## src/rtl/rect_ctl_pkg.sv

```systemverilog
// Shared definitions for the rectangle fall controller: FSM state encoding,
// default position width and a small unsigned min() helper.
package rect_ctl_pkg;

  localparam int POS_W_DEF = 12;

  typedef enum logic [1:0] {
    ST_IDLE    = 2'd0,
    ST_FALLING = 2'd1,
    ST_LANDED  = 2'd2,
    ST_RISING  = 2'd3
  } state_e;

  function automatic int unsigned min_u(input int unsigned a, input int unsigned b);
    return (a < b) ? a : b;
  endfunction

endpackage

```

## src/rtl/rect_fall_ctl_tick_gen.sv

```systemverilog
// Motion-tick prescaler: one-cycle tick every TICK_DIV clocks, restartable via clr.
module tick_gen #(
  parameter int TICK_DIV = 100000
) (
  input  logic clk,
  input  logic rst,
  input  logic clr,
  output logic tick
);

  localparam int CNT_W = $clog2(TICK_DIV);
  localparam logic [CNT_W-1:0] CNT_LAST = CNT_W'(TICK_DIV - 1);

  logic [CNT_W-1:0] cnt;

  assign tick = (cnt == CNT_LAST);

  // NOTE: sequential state is updated with non-blocking assignments only, so
  // every register samples the pre-edge value of every other register.
  always_ff @(posedge clk) begin
    if (!rst || clr) cnt <= '0;
    else if (tick)   cnt <= '0;
    else             cnt <= cnt + 1'b1;
  end

endmodule

```

## src/rtl/rect_fall_ctl.sv

```systemverilog
// Rectangle fall controller: tracks the object in IDLE, drops the rectangle on a
// start-button edge with gravity and a velocity clamp, then holds on the floor.
// Optional bounce behaviour is enabled by defining RECT_BOUNCE_EN.
module rect_fall_ctl
  import rect_ctl_pkg::*;
#(
  parameter int POS_W      = POS_W_DEF,
  parameter int VEL_W      = 6,
  parameter int TICK_DIV   = 100000,
  parameter int GRAVITY    = 1,
  parameter int VMAX       = 16,
  parameter int FLOOR_Y    = 580,
  parameter int HOLD_TICKS = 50
) (
  input  logic             clk,
  input  logic             rst,
  input  logic             space_button,
  input  logic             abort,
  input  logic [POS_W-1:0] obj_xpos,
  input  logic [POS_W-1:0] obj_ypos,
  output logic [POS_W-1:0] xpos,
  output logic [POS_W-1:0] ypos,
  output logic             busy,
  output logic             landed
);

  localparam int HOLD_W = $clog2(HOLD_TICKS + 1);
  localparam logic [HOLD_W-1:0] HOLD_LAST = HOLD_W'(HOLD_TICKS - 1);

  state_e            state_q, state_d;
  logic              btn_q, start, tick, clr;
  logic [VEL_W-1:0]  vel_q, vel_d, v_new;
  logic [HOLD_W-1:0] hold_q, hold_d;
  logic [POS_W-1:0]  xpos_d, ypos_d;
  logic              landed_d;
  logic [31:0]       vel_sum;
  logic [POS_W:0]    y_sum;

  tick_gen #(.TICK_DIV(TICK_DIV)) u_tick (
    .clk  (clk),
    .rst  (rst),
    .clr  (clr),
    .tick (tick)
  );

  assign start = space_button & ~btn_q;

  // Falling step computed one bit wider than the position so a floor
  // crossing near the top of the range cannot wrap.
  assign vel_sum = 32'(vel_q) + 32'(GRAVITY);
  assign v_new   = VEL_W'(min_u(vel_sum, 32'(VMAX)));
  assign y_sum   = {1'b0, ypos} + (POS_W + 1)'(v_new);

`ifdef RECT_BOUNCE_EN
  logic [POS_W-1:0] y_up;
  logic [VEL_W-1:0] vel_dec;
  assign y_up    = (ypos < POS_W'(vel_q)) ? '0 : ypos - POS_W'(vel_q);
  assign vel_dec = (vel_q > VEL_W'(GRAVITY)) ? vel_q - VEL_W'(GRAVITY) : '0;
`endif

  // NOTE: every signal driven here gets a default first, so no path can
  // leave one unassigned and infer a latch.
  always_comb begin
    state_d  = state_q;
    xpos_d   = xpos;
    ypos_d   = ypos;
    vel_d    = vel_q;
    hold_d   = hold_q;
    landed_d = 1'b0;
    clr      = 1'b0;
    case (state_q)
      ST_IDLE: begin
        xpos_d = obj_xpos;
        ypos_d = obj_ypos;
        if (abort) begin
          clr = 1'b1;
        end else if (start) begin
          state_d = ST_FALLING;
          vel_d   = '0;
          clr     = 1'b1;
        end
      end
      ST_FALLING: begin
        if (abort) begin
          state_d = ST_IDLE;
          clr     = 1'b1;
        end else if (tick) begin
          vel_d = v_new;
          if (y_sum >= (POS_W + 1)'(FLOOR_Y)) begin
            ypos_d   = POS_W'(FLOOR_Y);
            landed_d = 1'b1;
`ifdef RECT_BOUNCE_EN
            if (v_new > VEL_W'(2)) begin
              vel_d   = v_new >> 1;
              state_d = ST_RISING;
            end else begin
              state_d = ST_LANDED;
              hold_d  = '0;
            end
`else
            state_d = ST_LANDED;
            hold_d  = '0;
`endif
          end else begin
            ypos_d = y_sum[POS_W-1:0];
          end
        end
      end
      ST_LANDED: begin
        if (abort) begin
          state_d = ST_IDLE;
          clr     = 1'b1;
        end else if (tick) begin
          if (hold_q == HOLD_LAST) state_d = ST_IDLE;
          else                     hold_d  = hold_q + 1'b1;
        end
      end
      ST_RISING: begin
`ifdef RECT_BOUNCE_EN
        if (abort) begin
          state_d = ST_IDLE;
          clr     = 1'b1;
        end else if (tick) begin
          ypos_d = y_up;
          vel_d  = vel_dec;
          if (vel_dec == '0) state_d = ST_FALLING;
        end
`else
        state_d = ST_IDLE;
`endif
      end
      default: state_d = ST_IDLE;
    endcase
  end

  always_ff @(posedge clk) begin
    if (!rst) begin
      state_q <= ST_IDLE;
      btn_q   <= 1'b0;
      xpos    <= '0;
      ypos    <= '0;
      vel_q   <= '0;
      hold_q  <= '0;
      busy    <= 1'b0;
      landed  <= 1'b0;
    end else begin
      state_q <= state_d;
      btn_q   <= space_button;
      xpos    <= xpos_d;
      ypos    <= ypos_d;
      vel_q   <= vel_d;
      hold_q  <= hold_d;
      busy    <= (state_d != ST_IDLE);
      landed  <= landed_d;
    end
  end

endmodule

```

## config.mk

```make
export PLATFORM = sky130hd
export DESIGN_NAME = rect_fall_ctl
export DESIGN_NICKNAME = d
export VERILOG_FILES = /design/src/rtl/rect_ctl_pkg.sv /design/src/rtl/rect_fall_ctl_tick_gen.sv /design/src/rtl/rect_fall_ctl.sv
export SDC_FILE = /design/constraint.sdc
export NUM_CORES = 1
export LEC_CHECK = 0
export ABC_AREA = 1
export BUFFER_PORTS_ARGS = -buffer_cell sky130_fd_sc_hd__buf_2
export CORE_MARGIN = 8
export CORE_UTILIZATION = 51
export CTS_CLUSTER_SIZE = 24
export DETAILED_ROUTE_END_ITERATION = 8
export PLACE_DENSITY = 0.87
export SLEW_MARGIN = 5
export SYNTH_ARGS = -nofsm -noshare
export SYNTH_HDL_FRONTEND = slang
export SYNTH_SLANG_ARGS = --single-unit
```

## constraint.sdc

```tcl
create_clock -name clk -period 3.1 [get_ports clk]
set_input_delay 0.62 -clock clk [delete_from_list [all_inputs] [get_ports clk]]
set_output_delay 0.62 -clock clk [all_outputs]
set_load 0.005 [all_outputs]
```

==> results.tsv <==
metric	value	unit
maxSlewHeadroom	0.537	
placed_area	3640	sq um
grt_pass1_vias	3631	
r2r-end	ypos[4]$_SDFFE_PN0P_	
coreArea	6280	sq um
die_w	96.1	um
cp_common_cell	buf_4	
min_from	u_tick.cnt[0]$_SDFF_PP0_	
instances_no_fill	635	
max_freq	310	MHz
slowest_stage	dfxtp_2	
worst_pin_slew	0.695	ns
numCtsBuffers	9	
cp-end-kind	flip-flop	
synth-edff-count	0	
synth_seq_area_share	0.355	
fin_area	4290	sq um
place_inst	598	
grt_max_degree	32	
worst-path-max-fanout	4	
final_max_slew_viol_count	0	
hold_class	flip-flop to flip-flop	
rows	29	
finalWorstSetupSlack	-0.125	ns
ys_seq_elements	58	
netlist-cell-type-count	48	
postCtsHoldBufs	0	
drt-initial-drc-count	323	
die_h	96.1	um
root_buffer	clkbuf_8	
num_vias	3635	
register_area	1160	sq um
critPathKind	flip-flop to flip-flop	
cts_buffer_depth	2	
hold_end	u_tick.cnt[0]$_SDFF_PP0_	
cpPeakStageDelay	0.36	ns
cap_violations	0	
worst_clock_skew	0.0175	ns
io_pins	54	
drive_gt1_frac	0.308	
wl	10300	um
cts.clk_slew.worst_paths	0.09	ns
rsz0062_at_grt	yes	
initial_utilization	0.521	
synthCells	471	
cts_tree	built	
multi_input_area	2060	sq um
cp_num_cells	25	
cp_data_required_time	3.35	ns
remaining_drc_errors	0	
netlist.area_leader.share	0.355	
timing.rr.start	vel_q[0]$_SDFFE_PN0P_	
syn_area_per_cell	6.94	sq um
synth.cell_area	3270	sq um
cp_top_family	buffers and inverters	
grt_first_pass_wirelength	16200	um
violations	setup timing	
critPathArrivalTime	3.48	ns
layout.nets	596	
ant_nets	0	
synth_nets	514	
whs_path_depth	1	
wl_per_cell	16.2	um
viasPerCell	5.72	
grt_use_total	0.224	
synth_flop_cell	dfxtp_1	
period_needed	3.22	ns
portBuffers	53	
async_flop_share	0	
status	complete, but fails checks	
hold_viol_final	0	
setup_violations	19	
area_growth	31.3	%
htree_num_levels	3	
yosys-top-cells-count	108 x nand2_1, 64 x nor2_1, 58 x dfxtp_1, 58 x inv_1	
synth_warnings	0	
p_leak	1.95	nW
fin_crit_sh	1.04	
antenna_cells	0	
r2r_cells	25	
p_per_area	541	nW/um^2
finalWeightedCongestion	0.916	
antenna_found_initial	0	
drt_first_pass_iters	7	
r2r_slack	-0.12	ns
clock_latency	0.36	ns
ir_drop	0.000481	V
fill_cells	463	
yosysMostFrequentCell	nand2_1	
synth_area_leader_cell	dfxtp_1	
crit_path_start_kind	flip-flop	
yosys-top-cells-area	dfxtp_1 36%, nand2_1 12%, nor2_1 7.3%, inv_1 6.7%, ha_1 5.4%	
pre_cts_ws	-0.162	ns
design_power_total	0.00232	W
crit_buf_inv	11	
grt_overflow_total	0	
hpwlAfterDp	5970	um
cts.sinks	58	
design.die.area	9230	sq um
-- layout by cell type, fill, tap and decap left out, types with 9 or more instances in the layout --
cell,count
clkbuf_8,9
inv_1,52
nand3_1,15
dfxtp_1,56
buf_2,53
buf_4,22
nand2_4,9
nand2_1,95
nand4_1,11
ha_1,10
o21ai_0,25
inv_2,11
a21oi_1,22
nor2_1,57
nand2_2,12
-- cell families after synthesis --
group | Yosys count | share of synthesized area
buf+inv | 75 | 0.0873
xor+xnor | 7 | 0.0188
compound gates | 77 | 0.143
flops | 58 | 0.355
simple gates | 238 | 0.335
other cells | 1 | 0.00115
fa+ha+maj | 15 | 0.0597
-- flip-flops by register name, summed over array words and instances, names as in the netlist --
| signal | count |
|---|---|
| hold_q | 6 |
| landed | 1 |
| busy | 1 |
| vel_q | 6 |
| xpos | 12 |
| u_tick.cnt | 17 |
| btn_q | 1 |
| ypos | 12 |
| state_q | 2 |
-- power breakdown --
| group | leakage (nW) | internal (W) | total, W | switching [W] |
|---|---|---|---|---|
| logic | 1.37 | 0.000257 | 0.000638 | 0.000380 |
| registers | 0.476 | 0.000803 | 0.000863 | 0.0000607 |
| clock network | 0.110 | 0.000459 | 0.000821 | 0.000362 |
-- layout make-up --
cell class | count | share of cell area
inverters | 65 | 0.0574
repair buffers | 81 | 0.116
clock buffers | 9 | 0.0289
clock inverters | 7 | 0.0239
well taps | 77 | 0.0224
multi-input cells | 338 | 0.480
flip-flops and latches | 58 | 0.271
-- worst register-to-register path, stage by stage, from the launching register on --
cell	delay (ns)
dfxtp_2	0.36
ha_4	0.15
nand2_4	0.06
nor2_4	0.10
inv_2	0.04
a21oi_2	0.12
nand2_2	0.11
buf_6	0.14
inv_2	0.04
nand2_2	0.06
nor2_4	0.13
ha_4	0.25
a21oi_4	0.22
nand2_4	0.09
buf_6	0.13
nand2_4	0.07
nand2_4	0.06
buf_4	0.14
buf_4	0.12
buf_4	0.12
buf_4	0.12
buf_4	0.12
buf_4	0.13
buf_4	0.12
nand2_1	0.07
a31oi_1	0.07
-- how the worst max path moves through the flow --
stage | start | end | slack, ns
6_report | vel_q[0]$_SDFFE_PN0P_ | ypos[4]$_SDFFE_PN0P_ | -0.12
5_1_grt | vel_q[0]$_SDFFE_PN0P_ | hold_q[3]$_SDFFE_PN0P_ | -0.35
4_1_cts | vel_q[1]$_SDFFE_PN0P_ | hold_q[1]$_SDFFE_PN0P_ | -0.07
3_5_place_dp | vel_q[0]$_SDFFE_PN0P_ | hold_q[3]$_SDFFE_PN0P_ | -0.16
3_3_place_gp | vel_q[0]$_SDFFE_PN0P_ | ypos[2]$_SDFFE_PN0P_ | 0.05
2_1_floorplan | vel_q[0]$_SDFFE_PN0P_ | busy$_SDFF_PN0_ | 0.14
-- metrics by stage --
step | TNS [ns] | util | hold slack [ns]
after global placement | 0 | 0.580 | 0.426
after CTS | -0.273 | 0.665 | 0.452
final | -1.25 | 0.684 | 0.450
after floorplan | 0 | - | 0.415
after global routing | -5.20 | 0.684 | 0.473
after detailed placement | -1.68 | 0.580 | 0.441
-- layer usage --
layer	part of all wire	global-route usage	up-vias
met5	0	0	-
met4	0.046	0.159	0
met3	0.079	0.0608	58
met2	0.48	0.373	201
met1	0.40	0.241	1677
li1	-	-	1699
-- timing repair --
| action | 4_1_cts | 5_1_grt |
|---|---|---|
| gates cloned | 0 | 0 |
| setup endpoints to repair | 19 | 20 |
| resized for setup | 38 | 31 |
| pin swaps | 25 | 25 |
| setup buffers | 19 | 2 |
No activity file was read; power rests on OpenSTA's default activity.
